`config.mk`:
```
export PLATFORM = sky130hd
export DESIGN_NAME = game
export DESIGN_NICKNAME = d
export VERILOG_FILES = /design/src/rtl/game_pkg.sv /design/src/rtl/game_sword.sv /design/src/rtl/game.sv
export SDC_FILE = /design/constraint.sdc
export NUM_CORES = 1
export LEC_CHECK = 0
export CORE_AREA = 2 2 39 41
export CTS_CLUSTER_DIAMETER = 50
export DETAILED_ROUTE_END_ITERATION = 10
export DIE_AREA = 0 0 41 43
export GPL_TIMING_DRIVEN = 1
export PLACE_DENSITY = 0.6
export SYNTH_ARGS = -nofsm -noshare
export SYNTH_HDL_FRONTEND = slang
export SYNTH_SLANG_ARGS = --single-unit
```
`constraint.sdc`:
```
create_clock -name clock -period 2.4 [get_ports clock]
set_clock_uncertainty 0.2 [all_clocks]
set_input_delay 0.48 -clock clock [delete_from_list [all_inputs] [get_ports clock]]
set_output_delay 0.48 -clock clock [all_outputs]
set_load 0.005 [all_outputs]
```
`src/rtl/game_pkg.sv`:
```
// Shared types for the seven-room dragon maze: room encoding and the
// direction characters used to script a game.
package game_pkg;

  typedef enum logic [2:0] {
    CAVE      = 3'd0,
    TUNNEL    = 3'd1,
    RIVER     = 3'd2,
    STASH     = 3'd3,
    DEN       = 3'd4,
    VICTORY   = 3'd5,
    GRAVEYARD = 3'd6
  } room_t;

  localparam byte CH_N    = "N";
  localparam byte CH_S    = "S";
  localparam byte CH_E    = "E";
  localparam byte CH_W    = "W";
  localparam byte CH_IDLE = "_";

endpackage

```
`src/rtl/game_sword.sv`:
```
// Sword flag: picked up on the first edge spent in the stash, kept until reset.
module game_sword (
  input  logic clock,
  input  logic reset_n,
  input  logic in_stash,
  output logic sword
);

  always_ff @(posedge clock or negedge reset_n) begin
    if (!reset_n) begin
      sword <= 1'b0;
    end else if (in_stash) begin
      sword <= 1'b1;
    end
  end

endmodule

```
`src/rtl/game.sv`:
```
// Room FSM for the dragon maze. One-hot direction strobes move the player;
// the Den resolves to Victory or Graveyard depending on the sword.
module game
  import game_pkg::*;
(
  input  logic       clock,
  input  logic       reset_n,
  input  logic       n,
  input  logic       s,
  input  logic       e,
  input  logic       w,
  output logic       win,
  output logic       dead,
  output logic [2:0] room,
  output logic       sword
);

  room_t room_reg;
  room_t room_next;
  logic  move;

  assign move = $onehot({n, s, e, w});

  always_ff @(posedge clock or negedge reset_n) begin
    if (!reset_n) begin
      room_reg <= CAVE;
    end else begin
      room_reg <= room_next;
    end
  end

  always_comb begin
    room_next = room_reg;
    case (room_reg)
      CAVE: begin
        if (move && e) room_next = TUNNEL;
      end
      TUNNEL: begin
        if (move && s) room_next = RIVER;
        else if (move && w) room_next = CAVE;
      end
      RIVER: begin
        if (move && w) room_next = STASH;
        else if (move && n) room_next = TUNNEL;
        else if (move && e) room_next = DEN;
      end
      STASH: begin
        if (move && e) room_next = RIVER;
      end
      DEN:       room_next = sword ? VICTORY : GRAVEYARD;
      VICTORY:   room_next = VICTORY;
      GRAVEYARD: room_next = GRAVEYARD;
      // The unused code 7 falls back to the start of the maze.
      default:   room_next = CAVE;
    endcase
  end

  game_sword u_sword (
    .clock    (clock),
    .reset_n  (reset_n),
    .in_stash (room_reg == STASH),
    .sword    (sword)
  );

  assign room = room_reg;
  assign win  = (room_reg == VICTORY);
  assign dead = (room_reg == GRAVEYARD);

endmodule

```
After elaboration in Yosys (flattened, before gate mapping)
Cells that the tools add are included.
{"block": "word_totals", "reg_bits": 4, "input_bits": 6, "out_inout_bits": 6}
{"block": "classes", "n_mux": 9, "n_addsub": 3, "eq_ne": 11, "n_reduce_logical": 6}
{"operator": "two-way mux 3 bit", "count": 7}
{"operator": "case mux 3 bit (7 select lines)", "count": 1}
{"operator": "== test 3 bit, second input constant", "count": 3}
{"operator": "== test 3 x 1 -> 1 bit, second input constant", "count": 2}
{"operator": "== test 3 x 2 -> 1 bit, second input constant", "count": 2}
{"operator": "adder 1 x 1 -> 2 bit", "count": 2}
{"operator": "logical AND 1 bit", "count": 4}
{"operator": "inequality test 2 bit, second input constant", "count": 2}
{"operator": "inequality test 4 bit, second input constant", "count": 1}
{"operator": "AND reduction 4 bit", "count": 1}
{"operator": "adder 2 x 2 -> 3 bit", "count": 1}
{"operator": "logical NOT 3 bit", "count": 1}
{"operator": "inequality test 3 bit, second input constant", "count": 1}
{"operator": "two-way mux 2 bit", "count": 1}

Longest topological paths before layout
{"block": "depth", "word_depth": 8, "mapped_depth": 9, "mapped_depth_nobuf": 9}

Cells and area by module
From an unflattened synthesis, not the netlist that was laid out.
{"block": "unflattened", "cells_unflattened": 41, "hier_area_um2": 352.8}
{"mod": "game", "area_each_um2": 321.6, "n_inst": 1, "cells_per_inst": 39}
{"mod": "game_sword", "area_each_um2": 31.3, "n_inst": 1, "cells_per_inst": 2}

Worst setup path after synthesis
Ideal clock, no wire load.
{"block": "synth_path", "kind": "input to register", "start": "in n", "end": "reg room_reg[0] (netlist: room[0])", "arrival_time_ns": 2.175, "setup_slack_ns": -0.114, "required_time_ns": 2.061, "n_path_buf": 0, "stages": 9, "path_cell_list": "inv_1 > fa_1 > inv_1 > ha_1 > ha_1 > nor3b_4 > o2111ai_1 > a31oi_1 > a221oi_1"}
{"block": "synth_between", "elab_chain_len": 7}
{"item": "start: declaration", "line_no": "game.sv:8", "source": "input logic n,"}
{"item": "adder 1 x 1 -> 2 bit (implied by the code)", "line_no": "game.sv:22", "source": "assign move = $onehot({n, s, e, w});"}
{"item": "adder 2 x 2 -> 3 bit (implied by the code)", "line_no": "game.sv:22"}
{"item": "== test 3 x 1 -> 1 bit", "line_no": "game.sv:22"}
{"item": "logical AND 1 bit", "line_no": "game.sv:44", "source": "else if (move && n) room_next = TUNNEL;"}
{"item": "two-way mux 3 bit", "line_no": "game.sv:44"}
{"item": "two-way mux 3 bit", "line_no": "game.sv:43", "source": "if (move && w) room_next = STASH;"}
{"item": "case mux 3 bit (7 select lines)", "line_no": "game.sv:34", "source": "case (room_reg)"}
{"item": "end signal: assignment", "line_no": "game.sv:28", "source": "room_reg <= room_next;"}
{"item": "end: declaration", "line_no": "game.sv:18", "source": "room_t room_reg;"}
Several ways; a longest one is shown, not always the timed one.
A chain may end at the register's enable or synchronous reset.

Worst setup path after layout
Ends and elaborated chain as after synthesis.

==> results.cfg <==
[outcome]
status = finished clean

[timing]
slew_viol_final = 0
relSlewSlack_pct = 76.54
hold_violations = 0
fin_crit_ns = 2.346
worst_hold_slack_ns = 0.2479
tightest_slew_ns = 0.3520
rsz0062_at_grt = yes
layout_worst_path_cycle_share_pct = 97.73
fmax_ghz = 0.4263
finalSetupViolCount = 0

[finish]
syn_to_final_growth_pct = 64.79
stdcell_count = 72
multi_input_area_um2 = 230.2
regArea_um2 = 100.1
layout.nets = 67
diodes = 0
layout-drive-gt1-share_pct = 37.50
largest_reg_flops = 3
n_fill_cell = 145

[synthesis]
synth_adder_area_share_pct = 13.48
synth.most_common_cell = inv_1
avgSynthCellArea_um2 = 8.566
synth_top_family_by_area = compound AO/OA/AOI/OAI gates
yosysTopAreaCellShare_pct = 29.96
synth_ff_type = dfrtp_1
synthXorXnorAreaFrac_pct = 0
synth_cell_type_count = 23
synth-compound-area-share_pct = 26.22
syn_area_um2 = 334.1
synth-seq-area-share_pct = 29.96
synthMuxAreaShare_pct = 0
yosysTopAreaCell = dfrtp_1
synth_edf_count = 0
synthTopCellsByArea = dfrtp_1 30%, ha_1 7.5%, inv_1 6.7%
async_reset_ff_share_pct = 100.0
synth-simple-area-share_pct = 19.85
synth_nets = 48
ys_seq_elements = 4
yosysWarnings = 0
synth_common_cells = 6 x inv_1, 4 x dfrtp_1, 3 x nor2_1, 3 x o21ai_0
netlist_instances = 39

[die]
fp.dieH_um = 43
initial_core_util_pct = 24.14
die-area_um2 = 1763
core_area_um2 = 1384
ios = 12
die_x_um = 41
num_rows = 14

[clocking]
post-cts-setup-buffers = 0
cts.sinks = 4
cts_buffer_depth = 2
cts_buffers = 3
path_clk_slew_ns = 0.04
cts_hold_buf = 0
cts_tree = done
clk_latency_ns = 0.23
cts.htree.levels = 1
cts_root_buf = clkbuf_4

[global_routing]
overflow = 0
grt_pass1_vias = 307
antenna_found_initial = 0
grt_use_total_pct = 10.88
grt_max_degree = 13
grt_pass1_wl_mm = 1.248

[drt]
drtPass1Iterations = 2
drt_wl_total_um = 776
vias = 333
viasPerCell = 4.625
post_drt_wl_per_cell_um = 10.78
drtAntennaViolNets = 0
drc = 0
drt_iter0_drc = 3

[setup_path]
arrival_ns = 2.24
end_kind = register
required_ns = 2.29
critPathMaxFanout = 6
path_class = in2reg
startpoint_type = input pin

[placed_design]
numPortBuffers = 11
routabilityCongestion = 0.6753
place_inst = 69
place_hpwl_um = 546.9

[worst_hold_path]
min_path_type = in2async

[power]
total_power_w = 0.0004270
pwr_density_cell_nw_per_um2 = 775.7
leakage_nw = 0.2397
ir_drop_uv = 472.0

[flow_run]
drv_cap = 0
## kinds of logic (layout without fill, tap and decap cells)
| group | Yosys count | after routing |
|---|---|---|
| flip-flops | 4 | 4 |
| buffers and inverters | 9 | 26 |
| AND/OR/NAND/NOR | 11 | 11 |
| AO/OA/AOI/OAI | 12 | 12 |
| adder cells (fa/ha/maj) | 3 | 3 |
## final cells by class
type | count | area share [%]
clock buffer | 3 | 4.091
inverter | 7 | 5.227
multi-input combinational | 26 | 41.82
timing repair buffer | 16 | 27.05
sequential | 4 | 18.18
tap | 16 | 3.636
## cells in the final DEF, fill, tap and decap left out
cell type,netlist,layout
buf_6,0,1
o21bai_1,1,1
inv_1,6,2
clkbuf_4,0,3
o21ai_0,3,3
inv_4,0,1
buf_4,0,5
a41oi_1,1,1
nor2_1,3,3
buf_8,0,1
nand2_1,2,2
nand3_1,1,1
clkdlybuf4s50_1,0,8
nor3b_4,1,1
a21oi_1,2,2
o2111ai_2,0,1
dfrtp_1,4,4
ha_4,0,2
and3_1,2,2
a221oi_2,1,1
nand4_1,1,1
a221oi_1,1,1
buf_2,1,1
inv_2,1,4
fa_1,1,1
a21o_1,1,1
nor3_1,1,1
a31oi_1,1,1
## layer usage
metal,track usage (%),vias up,routed length [um]
li1,-,173,-
met1,13.64,150,378
met2,14.06,10,369
met3,3.141,0,29
met4,10.00,0,0
met5,0,-,0
## power by group
group | total [W] | internal [W] | switching (W) | leakage (nW)
clock network | 0.0000810 | 0.0000558 | 0.0000252 | 0.0138
registers | 0.000145 | 0.0000890 | 0.0000557 | 0.0467
logic | 0.000201 | 0.000118 | 0.0000832 | 0.179
## worst paths after layout
| kind | cells past startpoint | to | slack [ns] | from |
|---|---|---|---|---|
| min in group clock | 1 | u_sword.sword | 0.33 | u_sword.sword |
| min reg2reg | 1 | u_sword.sword | 0.33 | u_sword.sword |
| max in group asynchronous | 1 | room[2] | 1.59 | reset_n |
| max reg2reg | 4 | room[0] | 1.02 | room[1] |
| max | 10 | room[0] | 0.05 | n |
| min | 1 | u_sword.sword | 0.25 | reset_n |
## repair_timing
action / in CTS / in global routing
pin swaps: 5 / 5
gates resized for setup: 15 / 7
endpoints found under the setup margin: 3 / 2
## worst max-delay path, cell delays in order
cell	delay [ns]
buf_8	0.08
inv_4	0.03
fa_1	0.54
inv_2	0.05
ha_4	0.15
ha_4	0.21
nor3b_4	0.27
o2111ai_2	0.14
a31oi_1	0.21
a221oi_1	0.07
## metrics by stage
| stage | util, % | setup TNS, ns | setup WS [ns] | area [um2] |
|---|---|---|---|---|
| floorplan | - | 0 | 0.005672 | 349.1 |
| detailed placement | 36.71 | -1.635 | -0.5946 | 508.0 |
| CTS | 37.25 | 0 | 0.001005 | 515.5 |
| global route | 39.78 | -0.02777 | -0.02245 | 550.5 |
| global placement | 36.71 | -1.580 | -0.5809 | 508.0 |
| finish | 39.78 | 0 | 0.05437 | 550.5 |
(Power assumes the default switching activity.)
